`src/rtl/dice_turn_sequencer.sv`:
```
// Purpose: automated turn controller; rolls the game core, waits for it to settle, samples positions/wins.
// Latency: start/step seen in IDLE gives roll the next cycle; one turn takes 1+SETTLE_CYCLES+1+1+GAP_CYCLES cycles.
// Backpressure: none; step while busy is dropped, and start is only consulted in IDLE and at the end of a turn.
module dice_turn_sequencer #(
  parameter int SETTLE_CYCLES = 4,
  parameter int GAP_CYCLES    = 2,
  parameter int MAX_TURNS     = 0,
  parameter int POS_W         = 7
) (
  input  logic             clk,
  input  logic             reset,
  input  logic             start,
  input  logic             step,
  input  logic [POS_W-1:0] position1,
  input  logic [POS_W-1:0] position2,
  input  logic             win1,
  input  logic             win2,
  output logic             roll,
  output logic             player_switch,
  output logic             busy,
  output logic             turn_done,
  output logic [POS_W-1:0] last_pos1,
  output logic [POS_W-1:0] last_pos2,
  output logic [7:0]       turn_count,
  output logic [1:0]       winner,
  output logic             game_over
);

  typedef enum logic [2:0] {
    S_IDLE,
    S_ROLL,
    S_SETTLE,
    S_SAMPLE,
    S_SWITCH,
    S_GAP,
    S_OVER
  } state_t;

  // Counters are loaded with N-1 and the state exits when they reach zero, giving exactly N cycles.
  localparam logic [7:0] SETTLE_LOAD = 8'(SETTLE_CYCLES - 1);
  localparam logic [7:0] GAP_LOAD    = 8'((GAP_CYCLES > 0) ? (GAP_CYCLES - 1) : 0);
  localparam logic [7:0] TURN_LIMIT  = 8'(MAX_TURNS);
  localparam bit         LIMIT_ON    = (MAX_TURNS != 0);
  localparam bit         HAS_GAP     = (GAP_CYCLES != 0);

  state_t     state;
  state_t     state_nxt;
  logic [7:0] cnt;
  logic [7:0] cnt_nxt;
  logic       any_win;

  assign any_win = win1 | win2;

  // Next-state and wait-counter logic; turn_count already holds the new value while in SAMPLE.
  always_comb begin
    state_nxt = state;
    cnt_nxt   = cnt;
    case (state)
      S_IDLE: begin
        if (any_win) begin
          state_nxt = S_OVER;
        end else if (start | step) begin
          state_nxt = S_ROLL;
        end
      end
      S_ROLL: begin
        state_nxt = S_SETTLE;
        cnt_nxt   = SETTLE_LOAD;
      end
      S_SETTLE: begin
        if (cnt == 8'd0) begin
          state_nxt = S_SAMPLE;
        end else begin
          cnt_nxt = cnt - 8'd1;
        end
      end
      S_SAMPLE: begin
        if (any_win) begin
          state_nxt = S_OVER;
        end else if (LIMIT_ON && (turn_count == TURN_LIMIT)) begin
          state_nxt = S_OVER;
        end else begin
          state_nxt = S_SWITCH;
        end
      end
      S_SWITCH: begin
        if (HAS_GAP) begin
          state_nxt = S_GAP;
          cnt_nxt   = GAP_LOAD;
        end else begin
          state_nxt = start ? S_ROLL : S_IDLE;
        end
      end
      S_GAP: begin
        if (cnt == 8'd0) begin
          state_nxt = start ? S_ROLL : S_IDLE;
        end else begin
          cnt_nxt = cnt - 8'd1;
        end
      end
      S_OVER: begin
        state_nxt = S_OVER;
      end
      default: begin
        state_nxt = S_IDLE;
        cnt_nxt   = 8'd0;
      end
    endcase
  end

  // State and registered outputs; outputs are decoded from the next state so they line up with it.
  always_ff @(posedge clk) begin
    if (reset) begin
      state         <= S_IDLE;
      cnt           <= 8'd0;
      roll          <= 1'b0;
      player_switch <= 1'b1;
      busy          <= 1'b0;
      turn_done     <= 1'b0;
      last_pos1     <= '0;
      last_pos2     <= '0;
      turn_count    <= 8'd0;
      winner        <= 2'b00;
      game_over     <= 1'b0;
    end else begin
      state     <= state_nxt;
      cnt       <= cnt_nxt;
      roll      <= (state_nxt == S_ROLL);
      busy      <= (state_nxt != S_IDLE) && (state_nxt != S_OVER);
      turn_done <= (state_nxt == S_SAMPLE);
      game_over <= (state_nxt == S_OVER);
      // Positions and count are taken on entry to SAMPLE so they are valid alongside turn_done.
      if (state_nxt == S_SAMPLE) begin
        last_pos1 <= position1;
        last_pos2 <= position2;
        if (turn_count != 8'hFF) begin
          turn_count <= turn_count + 8'd1;
        end
      end
      if (state_nxt == S_SWITCH) begin
        player_switch <= ~player_switch;
      end
      // Win flags are zero on the turn-limit path, so this also yields 00 there.
      if ((state_nxt == S_OVER) && (state != S_OVER)) begin
        winner <= {win2, win1};
      end
    end
  end

endmodule

```
`config.mk`:
```
export PLATFORM = sky130hd
export DESIGN_NAME = dice_turn_sequencer
export DESIGN_NICKNAME = d
export VERILOG_FILES = /design/src/rtl/dice_turn_sequencer.sv
export SDC_FILE = /design/constraint.sdc
export NUM_CORES = 1
export LEC_CHECK = 0
export CAP_MARGIN = 25
export CORE_MARGIN = 2
export CORE_UTILIZATION = 47
export DETAILED_ROUTE_END_ITERATION = 10
export GPL_TIMING_DRIVEN = 0
export PLACE_DENSITY = 0.78
export SLEW_MARGIN = 10
export SYNTH_ARGS = -nofsm -noshare
export SYNTH_HDL_FRONTEND = slang
export SYNTH_SLANG_ARGS = --single-unit
```
`constraint.sdc`:
```
create_clock -name clk -period 2.8 [get_ports clk]
set_input_delay 0.56 -clock clk [delete_from_list [all_inputs] [get_ports clk]]
set_output_delay 0.56 -clock clk [all_outputs]
set_load 0.03 [all_outputs]
```
== After elaboration in Yosys (flattened, before gate mapping) ==
Index checks and enable logic that the tools add are counted.

* Bits in registers: 40
* Word-level logic and storage cells: 49

* $add $sub $neg: 2
* Eq/ne operators: 14
* Multiplexer cells: 9
* Bitwise gates (word level): 4
* Reduce and logical (&&, ||, !) cells: 9

{| class="wikitable"
|+ Operator list
! cell !! number
|-
| case mux 8 bit (4 select lines) || 1
|-
| case mux 3 bit (7 select lines) || 1
|-
| == test 3 bit (second input constant) || 5
|-
| two-way mux 3 bit || 4
|-
| == test 3 x 2 -> 1 bit (second input constant) || 3
|-
| adder 8 x 1 -> 8 bit (second input constant) || 1
|-
| logical NOT 8 bit || 1
|-
| two-way mux 8 bit || 1
|-
| != test 8 bit (second input constant) || 1
|-
| subtractor 8 x 1 -> 8 bit (second input constant) || 1
|-
| == test 3 x 1 -> 1 bit (second input constant) || 2
|-
| != test 3 bit (second input constant) || 2
|-
| AND reduction 2 bit || 2
|-
| logical NOT 3 bit || 1
|-
| nonzero test 3 bit || 1
|-
| OR reduction 3 bit || 1
|-
| logical AND 1 bit || 2
|-
| two-way mux 2 bit || 1
|-
| != test 2 bit (second input constant) || 1
|-
| inverter 1 bit || 2
|-
| OR 1 bit || 2
|-
| OR reduction 2 bit || 1
|-
| two-way mux 1 bit || 1
|}

== Longest topological paths before layout ==
Gate-level depths: netlist of the first run.

* Word-level depth: 6
* Mapped depth: 8
* Depth with buffers taken out: 7

== Worst setup path after synthesis of the first run ==
Ideal clock, no wire load.

* Kind: register to register
* Start point: register cnt[0]
* End point: register turn_count[7]
* Library setup time: 0.070 ns
* Arrival time: 2.118 ns
* Required time: 2.730 ns
* Setup slack: 0.612 ns
* Cell stages (with the launch flop): 8
* Clock period less this slack: 2.188 ns
* Cell sequence: dfxtp_1 inv_1 ha_1 or3b_2 or3_1 buf_2 or4_1 a21oi_1

* Word-level cells in the longest chain between the ends: 5
* Elaborated cells on any way between the ends: 6

{| class="wikitable"
|+ Ends and longest elaborated chain
! item !! line !! RTL
|-
| start, declared || 48 || <nowiki>logic [7:0] cnt;</nowiki>
|-
| start signal, assigned || 127 || <nowiki>cnt <= cnt_nxt;</nowiki>
|-
| logical NOT 8 bit * || 71, 95 ||
|-
| two-way mux 3 bit, on equally long branches || 95, 71 ||
|-
| case mux 3 bit (7 select lines) * || 58 || <nowiki>case (state)</nowiki>
|-
| == test 3 x 2 -> 1 bit * || 133 || <nowiki>if (state_nxt == S_SAMPLE) begin</nowiki>
|-
| AND reduction 2 bit (no line) * || -- ||
|-
| end signal, assigned || 137 || <nowiki>turn_count <= turn_count + 8'd1;</nowiki>
|-
| end, declared || 24 || <nowiki>output logic [7:0] turn_count,</nowiki>
|}

Mark *: on every way between the ends. The rest lies on a longest branch, timed or not.
A chain may end at the register's enable or synchronous reset.

== Final worst setup path of the first run ==
* Start point: register state[2]
* End point: register cnt[7]

* Word-level cells in the longest chain between the ends: 4
* Elaborated cells on any way between the ends: 13

{| class="wikitable"
|+ Ends and longest elaborated chain
! item !! line !! RTL
|-
| start, declared || 46 || <nowiki>state_t state;</nowiki>
|-
| start signal, assigned || 126 || <nowiki>state <= state_nxt;</nowiki>
|-
| == test 3 bit (tied with other cells) || 58 ||
|-
| OR reduction 2 bit (no line) / OR reduction 3 bit (equally long branches) || -- ||
|-
| != test 2 bit (no line) / inverter 1 bit (equally long branches) || -- ||
|-
| AND reduction 2 bit (no line) || -- ||
|}

Parallel ways exist; a longest one is shown, timed or not.

==> flow_metrics.tcl, run 1 <==
set metrics [dict create \
    status "completed" \
    ys_warn_count 0 \
    area_growth_pct 36.7 \
    synth_area_sq_um 1800 \
    wl_met3_microns 286 \
    numPortBuffers 47 \
    syn_inst 225 \
    timing.final.crit_share_pct 83.8 \
    final_core_util_pct 67.1 \
    power.density_nw_per_um2 982 \
    cap_violations 0 \
    crit_type "reg2reg" \
    dr_wl_met2_microns 1770 \
    p_comb_share_pct 44.8 \
    syn_nets 248 \
    num_vias 1679 \
    drc 0 \
    antenna_found_initial 0 \
    slew_violations 0 \
    nets 302 \
    p_switching_uw 909 \
    start_kind "flip-flop" \
    wirelength_met1_microns 1830 \
    setup_viol 0 \
    ys_seq_elements 40 \
    grt_max_degree 13 \
    initial_core_util_pct 49.1 \
    crit_path_end_kind "flip-flop" \
    postPlaceCellArea_sq_um 2330 \
    power.share.sequential_pct 32.5 \
    worst_pin_slew_ps 614 \
    max_slew_margin_pct 58.9 \
    drt_iter0_drc 61 \
    overflow 0 \
    leakage_uw 0.000877 \
    seq_area_frac_synth_pct 44.5 \
    path_clk_slew_ps 80 \
    fmaxAchievable_mhz 426 \
    row_count 22 \
    avgSynthCellArea_sq_um 7.99 \
    fp.coreArea_sq_um 3660 \
    htreeDepth 2 \
    clock-sinks 40 \
    p_int_uw 1500 \
    cts_setup_buffers 0 \
    rsz0062_at_grt "false" \
    fin_skew_ps 7.46 \
    clockPowerShare_pct 22.7 \
    worstPathArrival_ps 2570 \
    period_minus_slack_ps 2350 \
    fin_ws_ps 454 \
    min_path_type "reg2reg" \
    p_sw_share_pct 37.7 \
    grt_pass1_wl_microns 6600 \
    hold_viol 0 \
    place_congestion 0.829 \
    finalWirelength_microns 3960 \
    clk_latency_ps 290 \
    synth_cell_types 40 \
    cts_tree "done" \
    die_x_microns 65.9 \
    antenna_left 0 \
    wl_per_cell_microns 12.1 \
    hpwlAfterDp_microns 2770 \
    tns_ps 0 \
    fillCellCount 314 \
    cts_max_path_buffers 2 \
    dr.pass1.iters 4 \
    grt.total_usage_pct 20.3 \
    root_buffer "clkbuf_8" \
    critical_path_peak_fanout 9 \
    cts_resized 0 \
    ctsHoldBuffers 0 \
    worstPathRequired_ps 3020 \
    dieArea_sq_um 4340 \
    ioPinCount 49 \
    top_layer "met4" \
    routed_via_density 5.13 \
    post-place-ws_ps 469 \
    die_y_microns 65.9 \
    fin_area_sq_um 2460 \
    insertedDiodeCount 0 \
    ir_worst_vdd_mv 0.549 \
    numCtsBuffers 5 \
    grt_pass1_vias 1515 \
    layout-drive-gt1-share_pct 5.73 \
]
## power by group through the flow
stage	combinational [uW]	sequential (uW)	clock, uW
floorplan	697	887	0
global placement	1060	792	0
detailed placement	1080	794	0
CTS	1080	783	562
global route	1210	799	586
finish	1080	783	548
## cells in the mapped netlist
master	n	area, sq um
dfxtp_1	40	801
nand2_1	37	139
nor2_1	33	124
a21oi_1	23	115
clkbuf_1	11	41.3
xor2_1	9	78.8
nand3_1	7	35.0
o21ai_0	7	35.0
nor3_1	5	25.0
o211ai_1	4	30.0
ha_1	3	37.5
inv_1	3	11.3
mux2i_1	3	30.0
nand2b_1	3	18.8
nor4_1	3	18.8
or3_1	3	18.8
xnor2_1	3	26.3
and3_1	2	12.5
nor2b_1	2	12.5
o221a_2	2	22.5
or2_2	2	12.5
or3b_2	2	17.5
a211oi_1	1	7.51
a21bo_2	1	10.0
a22oi_1	1	7.51
a2bb2oi_1	1	8.76
a311oi_1	1	8.76
a31oi_1	1	6.26
a41oi_1	1	8.76
and4_1	1	8.76
buf_1	1	3.75
buf_2	1	5.00
nand3b_1	1	7.51
nand4_1	1	6.26
nor3b_1	1	7.51
o21ai_1	1	5.00
o22ai_1	1	6.26
o41ai_1	1	8.76
or4_1	1	7.51
or4_4	1	11.3
## layout make-up
class	count	area, sq um	area share, %
inverter	3	11.3	0.458
clock inverter	2	60.1	2.44
multi-input combinational	169	936	38.1
clock buffer	5	68.8	2.80
timing repair buffer	47	470	19.1
sequential	40	801	32.6
buffer	13	50.0	2.04
tap	48	60.1	2.44
## routing by layer
layer	up-vias	global-route usage [%]
li1	879	-
met1	746	26.2
met2	49	30.4
met3	5	6.64
met4	0	9.64
met5	-	0
## path summary, 6_finish.rpt
| check | cells past startpoint | slack, ps | end | startpoint |
|---|---|---|---|---|
| setup / recovery | 6 | 450 | cnt[7]$_SDFFE_PP0P_ | state[2]$_SDFF_PP0_ |
| setup reg to reg | 6 | 450 | cnt[7]$_SDFFE_PP0P_ | state[2]$_SDFF_PP0_ |
| hold reg to reg | 2 | 450 | last_pos1[6]$_SDFFE_PP0N_ | last_pos1[6]$_SDFFE_PP0N_ |
| hold / removal | 2 | 450 | last_pos1[6]$_SDFFE_PP0N_ | last_pos1[6]$_SDFFE_PP0N_ |
## cell usage in the layout (no fill, tap or decap), types with 7 or more instances in the layout
cell type        Yosys  layout
xor2_1               9       9
clkbuf_1            11      11
nand3_1              7       7
o21ai_0              7       7
nand2_1             37      37
clkdlybuf4s50_1      0      47
a21oi_1             23      23
nor2_1              33      33
dfxtp_1             40      40
## cell families after synthesis
family                     count (synthesis)  synth area share, %
and+or+nand+nor                          105                 26.9
AOI/OAI and AO/OA                         46                 15.6
DFF                                       40                 44.5
buffers and inverters                     16                 3.41
xor gates and xnor gates                  12                 5.85
muxes                                      3                 1.67
adders and majority gates                  3                 2.09
## critical path, cell delays in order (launching register included)
cell	delay (ps)
dfxtp_1	300
clkbuf_1	200
or3b_2	540
a2bb2oi_1	540
nor2_1	150
or3_1	390
a21oi_1	150
## registers in the layout (all words and copies together) (netlist names)
name	count
turn_count	8
player_switch	1
busy	1
cnt	8
state	3
winner	2
last_pos2	7
turn_done	1
roll	1
last_pos1	7
game_over	1
## stage by stage
step / std cells / total power, uW / hold WS [ps]
2_1_floorplan: 225 / 1580 / 453
3_3_place_gp: 320 / 1850 / 442
3_5_place_dp: 320 / 1870 / 446
4_1_cts: 327 / 2430 / 457
5_1_grt: 327 / 2600 / 469
6_report: 327 / 2410 / 454
Note: power is estimated with default switching activity, not from simulation.
==> inputs of run 2 (changes only) <==
--- a/config.mk
+++ b/config.mk
@@ -7,10 +7,10 @@
 export LEC_CHECK = 0
 export CAP_MARGIN = 25
 export CORE_MARGIN = 2
-export CORE_UTILIZATION = 47
+export CORE_UTILIZATION = 43
 export DETAILED_ROUTE_END_ITERATION = 10
 export GPL_TIMING_DRIVEN = 0
-export PLACE_DENSITY = 0.78
+export PLACE_DENSITY = 0.75
 export SLEW_MARGIN = 10
 export SYNTH_ARGS = -nofsm -noshare
 export SYNTH_HDL_FRONTEND = slang
==> constraint.sdc (replaced) <==
create_clock -name clk -period 2.1 [get_ports clk]
set_input_delay 0.42 -clock clk [delete_from_list [all_inputs] [get_ports clk]]
set_output_delay 0.42 -clock clk [all_outputs]
set_load 0.03 [all_outputs]
==> run 2 against run 1 <==
Effect of this change:
- critical path depth up 1
- first-iteration DRC count is 82% higher
- highest routed layer unchanged
- via count increased by 4.3%
- sequential share of layout area shrank 1.2 points
- power up 40%
==> flow_metrics.tcl, run 2 (synthesis results as in run 1) <==
set metrics [dict create \
    p_sw_share_pct 38.8 \
    stdcell_count 341 \
    antenna_left 0 \
    grt_max_degree 13 \
    power.density_nw_per_um2 1310 \
    clockPowerShare_pct 15.7 \
    final_common_cell "clkdlybuf4s50_1" \
    max_slew_margin_pct 62.7 \
    rsz0062_at_grt "true" \
    critPathMaxStageDelay_ps 410 \
    reg_top3 "cnt (8), turn_count (8)" \
    power.share.sequential_pct 31.4 \
    initial_core_util_pct 44.9 \
    row_count 23 \
    finalWirelength_microns 4280 \
    worstPathArrival_ps 2260 \
    cts_tree "done" \
    area_growth_pct 43.6 \
    worstPathRequired_ps 2270 \
    cap_violations 0 \
    slew_violations 0 \
    dp_cells 322 \
    status "completed" \
    fin_skew_ps 5.08 \
    numCtsBuffers 5 \
    layout-drive-gt1-share_pct 15.1 \
    mostFrequentLayoutCells "clkdlybuf4s50_1 (47), nand2_1 (37), dfxtp_1 (35), nor2_1 (33), a21oi_1 (22)" \
    hpwlAfterDp_microns 2790 \
    htreeDepth 2 \
    grt.total_usage_pct 18.4 \
    grt_pass1_wl_microns 6530 \
    clk_latency_ps 290 \
    routed_via_density 5.14 \
    root_buffer "clkbuf_8" \
    overflow 0 \
    path_clk_slew_ps 80 \
    fp.coreArea_sq_um 4000 \
    crit_path_end_kind "flip-flop" \
    nets 313 \
    critical_path_peak_fanout 6 \
    antenna_found_initial 0 \
    clock-sinks 40 \
    insertedDiodeCount 0 \
    dr.pass1.iters 4 \
    r2r_setup_slack_ps 4 \
    crit_type "reg2reg" \
    grt_pass1_vias 1488 \
    p_int_uw 2070 \
    min_path_type "reg2reg" \
    total_power_uw 3380 \
    timing.final.crit_share_pct 99.8 \
    dieArea_sq_um 4710 \
    p_comb_share_pct 52.9 \
    place_congestion 0.853 \
    worst_pin_slew_ps 559 \
    numPortBuffers 47 \
    start_kind "flip-flop" \
    cts_max_path_buffers 2 \
    ir_worst_vdd_mv 0.608 \
    hold_viol 0 \
    setup_viol 0 \
    path_cells "inv_2 -> ha_2 -> or3b_4 -> or3_1 -> buf_6 -> o41ai_1 -> a21oi_2" \
    drt_iter0_drc 111 \
    die_x_microns 68.7 \
    fmaxAchievable_mhz 477 \
    die_y_microns 68.7 \
    p_switching_uw 1310 \
    drc 0 \
    leakage_uw 0.000934 \
    cp_slowest_cell "o41ai_1" \
    num_vias 1752 \
    period_minus_slack_ps 2100 \
    wl_per_cell_microns 12.5 \
    ioPinCount 49 \
]
-- run 2: changes by cell type in the layout (fill, tap and decap cells not counted), moves of 2 or more --
cell / delta
buf_4: +12
inv_2: +2
inv_1: -2
bufinv_16: -2
dfxtp_2: +4
clkbuf_1: -3
dfxtp_1: -5
or3b_2: -2
or3b_4: +2
-- run 2: repair_timing --
action / CTS / global route
hold buffers: 0 / 0
pin swaps: 3 / 4
resized for setup: 12 / 13
buffers inserted: 7 / 5
setup endpoints to repair: 9 / 18
-- run 2: worst paths after layout --
kind                              from                    endpoint  cells after the start
min          last_pos2[6]$_SDFFE_PP0N_   last_pos2[6]$_SDFFE_PP0N_                      2
max reg2reg        cnt[1]$_SDFFE_PP0P_  turn_count[7]$_SDFFE_PP0P_                      7
min reg2reg  last_pos2[6]$_SDFFE_PP0N_   last_pos2[6]$_SDFFE_PP0N_                      2
max                cnt[1]$_SDFFE_PP0P_  turn_count[7]$_SDFFE_PP0P_                      7
-- run 2: layout make-up --
cell class              instances  area, sq um
plain buffers                  12         57.6
clock buffers                   7         86.3
clock inverters                 1         7.51
fillers                       356         1420
inverters                       3         11.3
multi-input cells             169          987
flip-flops and latches         40          810
well taps                      50         62.6
repair buffers                 59          561
-- run 2: worst max-delay path: cells and delay by family (launching register included) --
family | cells | cell delay, ps
buffers and inverters | 2 | 210
flip-flops | 1 | 340
AND/OR/NAND/NOR | 2 | 780
adder cells (fa/ha/maj) | 1 | 150
AO/OA/AOI/OAI | 2 | 490
-- run 2: stage by stage --
| step | setup TNS, ps | setup WS, ps | cell area, sq um | hold WS (ps) | util (%) |
|---|---|---|---|---|---|
| detailed placement | -863 | -157 | 2330 | 448 | 58.3 |
| global route | -159 | -60.6 | 2580 | 477 | 64.6 |
| floorplan | 0 | 3.28 | 1800 | 458 | - |
| finish | 0 | 3.91 | 2580 | 455 | 64.6 |
| global placement | -741 | -122 | 2330 | 442 | 58.3 |
| CTS | 0 | 0.747 | 2500 | 459 | 62.6 |
-- run 2: power by group through the flow --
stage	registers [uW]	clock network, uW	logic (uW)
final	1060	531	1790
after global routing	1080	573	1950
after CTS	1060	548	1620
after detailed placement	1060	0	1450
after global placement	1050	0	1430
after floorplan	1180	0	942
-- run 2: metal layers --
metal	part of all wire, %	GRT usage, %	up-vias
li1	-	-	900
met1	46	22.9	788
met2	45	29.9	57
met3	7.1	4.38	7
met4	1.6	8.25	0
met5	0	0	-
